==> config.mk <==
export PLATFORM = sky130hd
export DESIGN_NAME = serial_adc_reader
export DESIGN_NICKNAME = d
export VERILOG_FILES = /design/src/rtl/adc_pkg.sv /design/src/rtl/adc_sclk_gen.sv /design/src/rtl/serial_adc_reader.sv
export SDC_FILE = /design/constraint.sdc
export NUM_CORES = 1
export LEC_CHECK = 0
export CORE_MARGIN = 4
export CORE_UTILIZATION = 50
export DETAILED_ROUTE_END_ITERATION = 8
export HOLD_SLACK_MARGIN = 0.1
export PLACE_DENSITY = 0.73
export SYNTH_ARGS = -nofsm -noshare
export SYNTH_HDL_FRONTEND = slang
export SYNTH_SLANG_ARGS = --single-unit
==> constraint.sdc <==
create_clock -name clk -period 1.8 [get_ports clk]
set_input_delay 0.36 -clock clk [delete_from_list [all_inputs] [get_ports clk]]
set_output_delay 0.36 -clock clk [all_outputs]
set_load 0.05 [all_outputs]
==> src/rtl/adc_pkg.sv <==
// Shared state type, default sizes and counter sizing helper for the serial ADC reader.
package adc_pkg;
    typedef enum logic [1:0] {IDLE, SETUP, SHIFT, QUIET} adc_state_t;

    localparam int ADC_WIDTH      = 12;
    localparam int ADC_FRAME_BITS = 16;

    // Bits needed to hold any count from 0 to n inclusive.
    function automatic int cnt_width(input int n);
        return (n < 1) ? 1 : $clog2(n + 1);
    endfunction
endpackage

==> src/rtl/adc_sclk_gen.sv <==
// ADC serial clock divider: sclk idles high, toggles every CLK_DIV cycles while enabled,
// and flags the cycle before each rising/falling transition.
module adc_sclk_gen import adc_pkg::*; #(
    parameter int CLK_DIV = 2
) (
    input  logic clk,
    input  logic rst_n,
    input  logic en,
    output logic sclk,
    output logic rise,
    output logic fall
);
    localparam int DW = cnt_width(CLK_DIV);

    logic [DW-1:0] cnt;
    logic          tick;

    // Strobes are independent of en so the FSM can use them to decide en without a loop.
    assign tick = (cnt == DW'(CLK_DIV - 1));
    assign rise = tick && !sclk;
    assign fall = tick && sclk;

    always_ff @(posedge clk or negedge rst_n) begin
        if (!rst_n) begin
            cnt  <= '0;
            sclk <= 1'b1;
        end else if (!en) begin
            cnt  <= '0;
            sclk <= 1'b1;
        end else if (tick) begin
            cnt  <= '0;
            sclk <= ~sclk;
        end else begin
            cnt  <= cnt + DW'(1);
        end
    end
endmodule

==> src/rtl/serial_adc_reader.sv <==
// Master reader for a 3-wire serial SAR ADC with a single-entry valid/ready sample buffer.
// Optional ADC_LEAD_ZERO_CHECK_EN adds a sticky frame_err output for a non-zero leading bit.
module serial_adc_reader import adc_pkg::*; #(
    parameter int WIDTH        = ADC_WIDTH,
    parameter int CLK_DIV      = 2,
    parameter int FRAME_BITS   = ADC_FRAME_BITS,
    parameter int QUIET_CYCLES = 4
) (
    input  logic             clk,
    input  logic             reset_n,
    input  logic             start,
    output logic             adc_cs,
    output logic             adc_sclk,
    input  logic             adc_sd,
    output logic [WIDTH-1:0] sample,
    output logic             sample_valid,
    input  logic             sample_ready,
    output logic             busy,
    output logic             overrun
`ifdef ADC_LEAD_ZERO_CHECK_EN
    ,
    output logic             frame_err
`endif
);
    localparam int BW = cnt_width(FRAME_BITS);
    localparam int QW = cnt_width(QUIET_CYCLES);

    logic [1:0]       rst_sync;
    logic             rst_n;
    adc_state_t       state, state_nx;
    logic [BW-1:0]    bit_cnt;
    logic [QW-1:0]    quiet_cnt;
    logic [WIDTH-1:0] shreg;
    logic             sclk_en, sclk_rise, sclk_fall, cs_nx, frame_done;

    // Reset asserts immediately, releases two clocks after reset_n rises.
    always_ff @(posedge clk or negedge reset_n) begin
        if (!reset_n) rst_sync <= '0;
        else          rst_sync <= {rst_sync[0], 1'b1};
    end
    assign rst_n = rst_sync[1];

    adc_sclk_gen #(.CLK_DIV(CLK_DIV)) u_sclk (
        .clk   (clk),
        .rst_n (rst_n),
        .en    (sclk_en),
        .sclk  (adc_sclk),
        .rise  (sclk_rise),
        .fall  (sclk_fall)
    );

    always_ff @(posedge clk or negedge rst_n) begin
        if (!rst_n) state <= IDLE;
        else        state <= state_nx;
    end

    always_comb begin
        state_nx = state;
        case (state)
            IDLE:    if (start) state_nx = SETUP;
            SETUP:   if (sclk_fall) state_nx = SHIFT;
            SHIFT:   if (sclk_fall && bit_cnt == BW'(FRAME_BITS)) state_nx = QUIET;
            QUIET:   if (quiet_cnt == QW'(QUIET_CYCLES - 1)) state_nx = IDLE;
            default: state_nx = IDLE;
        endcase
    end

    // sclk is disabled on the final edge so the last high phase simply continues into idle.
    always_comb begin
        busy       = (state != IDLE);
        cs_nx      = !(state_nx == SETUP || state_nx == SHIFT);
        sclk_en    = (state == SETUP || state == SHIFT) && !cs_nx;
        frame_done = (state == SHIFT) && (state_nx == QUIET);
    end

    always_ff @(posedge clk or negedge rst_n) begin
        if (!rst_n) begin
            adc_cs    <= 1'b1;
            bit_cnt   <= '0;
            quiet_cnt <= '0;
            shreg     <= '0;
        end else begin
            adc_cs    <= cs_nx;
            quiet_cnt <= (state == QUIET) ? quiet_cnt + QW'(1) : '0;
            if (state != SHIFT)
                bit_cnt <= '0;
            else if (sclk_rise)
                bit_cnt <= bit_cnt + BW'(1);
            // Bit 0 is the ADC's leading zero; bits past WIDTH are trailing padding.
            if (state == SHIFT && sclk_rise && bit_cnt != '0 && bit_cnt <= BW'(WIDTH))
                shreg <= {shreg[WIDTH-2:0], adc_sd};
        end
    end

    always_ff @(posedge clk or negedge rst_n) begin
        if (!rst_n) begin
            sample       <= '0;
            sample_valid <= 1'b0;
            overrun      <= 1'b0;
        end else if (frame_done) begin
            if (!sample_valid || sample_ready) begin
                sample       <= shreg;
                sample_valid <= 1'b1;
            end else begin
                overrun      <= 1'b1;
            end
        end else if (sample_valid && sample_ready) begin
            sample_valid <= 1'b0;
        end
    end

`ifdef ADC_LEAD_ZERO_CHECK_EN
    logic lead;

    always_ff @(posedge clk or negedge rst_n) begin
        if (!rst_n) begin
            lead      <= 1'b0;
            frame_err <= 1'b0;
        end else begin
            if (state == SHIFT && sclk_rise && bit_cnt == '0)
                lead <= adc_sd;
            if (frame_done && lead)
                frame_err <= 1'b1;
        end
    end
`endif
endmodule

---- Word level (Yosys, flattened, before mapping) ----
Index checks and enable logic that the tools add are counted.
operators by class
  multiplexer cells ....................... 15
  eq/ne operators ......................... 12
  order comparisons ....................... 1
  reductions and logical operators ........ 23
  add/sub/neg operators ................... 3
  bitwise operators ....................... 2
operators with widths
  operator                                                        number
  two-way mux 2 bit                                               6
  two-way mux 5 bit                                               2
  logical AND 1 bit                                               9
  == test 2 bit, second input constant                            4
  case mux 2 bit (4 select lines)                                 1
  == test 2 x 1 -> 1 bit, second input constant                   3
  AND reduction 2 bit                                             3
  nonzero test 2 bit                                              3
  adder 5 x 1 -> 5 bit, second input constant                     1
  == test 5 bit, second input constant                            1
  less-or-equal comparator 5 x 4 -> 1 bit, second input constant  1
  two-way mux 1 bit                                               5
  nonzero test 5 bit                                              1
  inequality test 2 bit, second input constant                    2
  adder 3 x 1 -> 3 bit, second input constant                     1
  == test 3 x 2 -> 1 bit, second input constant                   1
  zero test 1 bit                                                 3
  logical OR 1 bit                                                3
  two-way mux 3 bit                                               1
  adder 2 x 1 -> 2 bit, second input constant                     1
  zero test 2 bit                                                 1
  inequality test 2 x 1 -> 1 bit, second input constant           1
  inverter 1 bit                                                  2
storage, ports and cells
  input port bits ......................... 5
  output and inout port bits .............. 17
  flip-flop bits (word level) ............. 42
  logic and storage cells ................. 67

---- Logic depth before layout (Yosys ltp) ----
  depth in word-level cells ............... 9
  gate-level depth with buffers ........... 10
  mapped depth without buffers ............ 9

---- Modules after synthesis ----
From an unflattened synthesis, not the netlist that was laid out.
unflattened totals
  cell total of the unflattened synthesis .. 179
  area, all modules ....................... 2,039.5 um^2
modules (own cells, without submodules)
  module             cells each  instances  area an instance (um^2)  seq. area each (um^2)
  serial_adc_reader  168         1          1,895.6                  977.2
  adc_sclk_gen       11          1          143.9                    76.3

---- Worst setup path after synthesis ----
OpenSTA, ideal clock, no wires.
  path kind ............................... reg-to-reg
  from .................................... register u_sclk.sclk
  to ...................................... register sample[0]
  cell stages (with the launch flop) ...... 9
  slack ................................... -0.793 ns
  setup time .............................. 0.125 ns
  clock period less this slack ............ 2.593 ns
  data required time ...................... 1.675 ns
  buffers on the path ..................... 1
  arrival time ............................ 2.469 ns
  cells stage by stage .................... dfstp_2 nor4bb_1 a41oi_1 o21ai_0 ha_1 nand2_1 nor2b_1 clkbuf_1 mux2_2
on the way
  word-level cells in the longest chain between the ends .. 7
  elaborated cells on any way between the ends .. 8
  classes of those cells .................. 1 x eq/ne; 3 x mux; 4 x reduce/logical
ends and longest elaborated chain
  item                               RTL line                  text
  from (decl)                        adc_sclk_gen.sv:9         output logic sclk,
  from (signal assigned)             adc_sclk_gen.sv:32        sclk <= ~sclk;
  logical AND 1 bit *                adc_sclk_gen.sv:21        assign fall = tick && sclk;
  logical AND 1 bit                  serial_adc_reader.sv:62   SHIFT: if (sclk_fall && bit_cnt == BW'(FRAME_BITS)) state_nx = QUIET;
  two-way mux 2 bit                  serial_adc_reader.sv:62
  case mux 2 bit (4 select lines) *  serial_adc_reader.sv:59   case (state)
  named net state_nx[0]              serial_adc_reader.sv:30   adc_state_t state, state_nx;
  == test 2 bit *                    serial_adc_reader.sv:73   frame_done = (state == SHIFT) && (state_nx == QUIET);
  logical AND 1 bit *                serial_adc_reader.sv:73
  AND reduction 2 bit (no line) *    -
  to (signal assigned)               serial_adc_reader.sv:102  sample <= shreg;
  to (decl)                          serial_adc_reader.sv:15   output logic [WIDTH-1:0] sample,
The timed path passes the listed nets; every way through them passes the cells marked *.
A chain may end at the register's enable or synchronous reset.

---- Final worst setup path ----
  from .................................... register state[0]
  to ...................................... register sample[11]
on the way
  word-level cells in the longest chain between the ends .. 5
  elaborated cells on any way between the ends .. 12
  classes of those cells .................. 4 x eq/ne; 5 x mux; 3 x reduce/logical
ends and longest elaborated chain
  item                                   RTL line                 text
  from (decl)                            serial_adc_reader.sv:30
  from (signal assigned)                 serial_adc_reader.sv:54  else state <= state_nx;
  == test 2 bit (tied with other cells)  serial_adc_reader.sv:59
  case mux 2 bit (4 select lines) *      serial_adc_reader.sv:59
  named net state_nx[1]                  serial_adc_reader.sv:30
  == test 2 bit *                        serial_adc_reader.sv:73
  logical AND 1 bit *                    serial_adc_reader.sv:73
  AND reduction 2 bit (no line) *        -
Marked as above.

==> run metrics <==
status=complete, but fails checks; violated checks=negative setup slack; Post-Syn Area=between 1500 and 2000 µm²; drt pass-1 iters=4; Die Wd=68.6 µm; global placement routability congestion=0.829; clock-pin transition on the worst setup and hold timing paths=0.08 ns; Worst EP arrival=2.45 ns; largest stage delay on the critical path=0.43 ns; Die Area=4710 µm²; unrepaired setup endpoints after global routing=true; routed vias=roughly 1300; die span in y=just under 70 µm; Total GRT Usage=19.0%; CTS Hold Bufs=0; WL/cell=16.6 µm; top-area cell type share of the netlist area=54.5%; family with the most delay on the worst path=simple AND/OR/NAND/NOR gates; IO Pins=22; Worst VDD drop=0.861 mV; # fillers=190; largest net degree at the start of global routing=28; core area=3440 µm²; CTS Buffer Depth=2; max cap viols=0; TNS Setup=-7.92 ns; via/cell ratio=5.26; crit end category=flop; top cells by area, synth=dfrtp_1 (54%), mux2_2 (8.6%), mux2_4 (8.2%); Num Clock Sinks=42; Relative slew margins=58.0%; fin crit share=126%; launch instance of the worst register-to-register path=state[0]; pwr/cell area=1190 nW/µm²; Yosys reg bits=42; Synth Area per Inst=between 10 and 15 µm²; initial antenna violation count=0; Port Buffers=21; Worst-Skew Late Latency=roughly 0.3 ns; layout cells sized above 1=between 50% and 60%; Psw=around 1.1 mW; Most common cell on crit path=ha_4; Pins Over Slew Limit=0; Seq pwr share=between 30% and 40%; Min-Delay Path Class=in -> async; Fin Clk Skew=0.00537 ns; total wire length=4030 µm; Final Hold Viols=0; Final Critical Period=2.26 ns; synth warn=0; H-tree level count=2; global route overflow=0; Worst Path Required=roughly 2 ns; CTS root buf=clkbuf_8; leak pwr=1.33 nW; vias in the first global route=between 1000 and 1500; switch share=34.7%; # setup viols final=29; antenna fix cells=0; Mapped Nets=~150; predominant post-synthesis flop cell=dfrtp_1; Inserted Clock Buffers=5; Fmax=0.442 GHz; clock share of power=19.4%; antenna-violating nets left=0; Layout Nets=around 210; Critical Path Start=state[0]; Combinational Power Share=a little under half; TritonCTS clock tree=yes; CP max FO=12; Tot Pwr=around 3.2 mW; Critical Path Slowest Stage Cell=dfrtp_1; post-synth cell types=34; # rows=21; sequential area share after synthesis=57.4%; Pint=about 2.1 mW; Final HPWL DP=between 2000 and 3000 µm; initial DRC count=54; DRC violations left=0; Initial Utilization=between 50% and 60%; CP Class=reg -> reg; sequence of cells on the critical path=inv_2 -> ha_4 -> nor4bb_4 -> nand2_1 -> o311ai_4 -> ha_4 -> nand2_2 -> nor2b_4 -> buf_12 -> mux2_2; EDFF count, synth=0; ys async rst share=100%; Layout area overhead=46.6%; element type at the critical path start=flop; Synth area leader=dfrtp_1; Final WS setup=-0.461 ns; first-pass GRT wire length=6380 µm; Gate Count Post-Synth=134; Tightest Pin Transition=0.631 ns; Buf/Inv on CP=2
-- worst reg2reg max path: stages (launching register included) --
cell and delay [ns]:
dfrtp_1 0.43, inv_2 0.10, ha_4 0.18, nor4bb_4 0.30, nand2_1 0.15, o311ai_4 0.13, ha_4 0.19, nand2_2 0.06
nor2b_4 0.13, buf_12 0.15, mux2_2 0.34
-- cells in the mapped netlist, types with 2 or more instances --
cell type,n
ha_1,10
mux2_4,10
a21oi_1,3
inv_1,9
and3_1,2
dfstp_2,2
nor2_1,3
o21ai_0,3
mux2_2,14
nor2b_1,4
mux2i_1,2
dfrtp_1,40
and2_1,3
nand3b_1,2
nand2_1,5
nand2b_1,3
nor4bb_1,2
-- path summary, 6_finish.rpt --
kind / endpoint / slack, ns / cells past startpoint
setup / recovery: sample[11] / -0.46 / 10
hold / removal: rst_sync[0] / 0.22 / 1
setup reg to reg: sample[11] / -0.46 / 10
hold reg to reg: bit_cnt[4] / 0.26 / 0
max in group asynchronous: bit_cnt[0] / 0.98 / 1
min in group clk: rst_sync[1] / 0.36 / 0
-- per-layer routing --
layer	track usage [%]	wire (µm)	vias to the layer above
li1	-	-	588
met1	23.5	1710	653
met2	31.5	2080	28
met3	4.05	166	9
met4	8.68	78	0
met5	0	0	-
-- cell type report --
cell class                 instances  area, µm²  area share (%)
timing repair buffer              57        510            19.0
clock buffer                       5       68.8            2.56
multi-input combinational         81        942            35.0
inverter                           9       33.8            1.25
clock inverter                     3       25.0           0.929
sequential                        42       1050            39.2
tap                               46       57.6            2.14
-- layout by cell type (no fill, tap or decap), types with 2 or more instances in the layout --
cell type        synthesis  routed
nor2_1                   3       2
buf_6                    1       6
o21ai_0                  3       2
buf_4                    0      43
inv_2                    0       3
nor2b_1                  4       2
and2_1                   3       2
mux2_4                  10      13
inv_1                    9       6
clkbuf_8                 0       5
nand2_1                  5       4
nand3b_1                 2       2
dfrtp_1                 40      39
mux2_2                  14      11
mux2i_1                  2       2
a21oi_1                  3       3
or4_4                    1       2
ha_4                     0       7
ha_2                     0       2
dfstp_2                  2       2
nor2b_4                  0       2
buf_12                   0       4
clkdlybuf4s50_1          0       4
nand2b_1                 3       2
-- cell families (layout without fill, tap and decap cells) --
kind of cell | Yosys count | in the layout | synth area share (%)
flops | 42 | 42 | 57.4
buf+inv | 12 | 74 | 2.93
simple gates | 31 | 32 | 10.6
other cells | 1 | 1 | 0.204
fa+ha+maj | 10 | 10 | 6.81
compound gates | 11 | 11 | 3.81
mux | 26 | 26 | 17.8
xor+xnor | 1 | 1 | 0.477
-- per-stage QoR --
| step | hold slack [ns] | setup slack (ns) | instances | util, % | area, µm² |
|---|---|---|---|---|---|
| floorplan | 0.0644 | -0.401 | 134 | - | 1900 |
| global placement | 0.259 | -0.497 | 224 | 67.7 | 2330 |
| detailed placement | 0.275 | -0.629 | 224 | 67.7 | 2330 |
| CTS | 0.229 | -0.440 | 240 | 75.6 | 2600 |
| global route | 0.216 | -0.543 | 243 | 78.2 | 2690 |
| finish | 0.223 | -0.461 | 243 | 78.2 | 2690 |
-- power by group through the flow --
stage,Combinational [mW],Sequential (mW),Clock [mW]
after floorplan,0.424,1.19,0
after global placement,0.974,1.09,0
after detailed placement,1.02,1.10,0
after CTS,1.30,1.07,0.625
after global routing,1.57,1.09,0.673
final,1.49,1.08,0.620
-- flip-flops by register name, summed over array words and instances (netlist names) --
name          count
rst_sync          2
u_sclk.cnt        2
overrun           1
quiet_cnt         3
sample_valid      1
bit_cnt           5
sample           12
adc_cs            1
shreg            12
u_sclk.sclk       1
state             2
-- what timing repair did --
| action | in CTS | in global routing |
|---|---|---|
| setup buffers | 7 | 5 |
| pin swaps | 8 | 3 |
| hold endpoints to repair | 0 | 0 |
| gates resized for setup | 26 | 12 |
| gates cloned | 1 | 0 |
| endpoints found under the setup margin | 31 | 31 |
(Power assumes the default switching activity.)
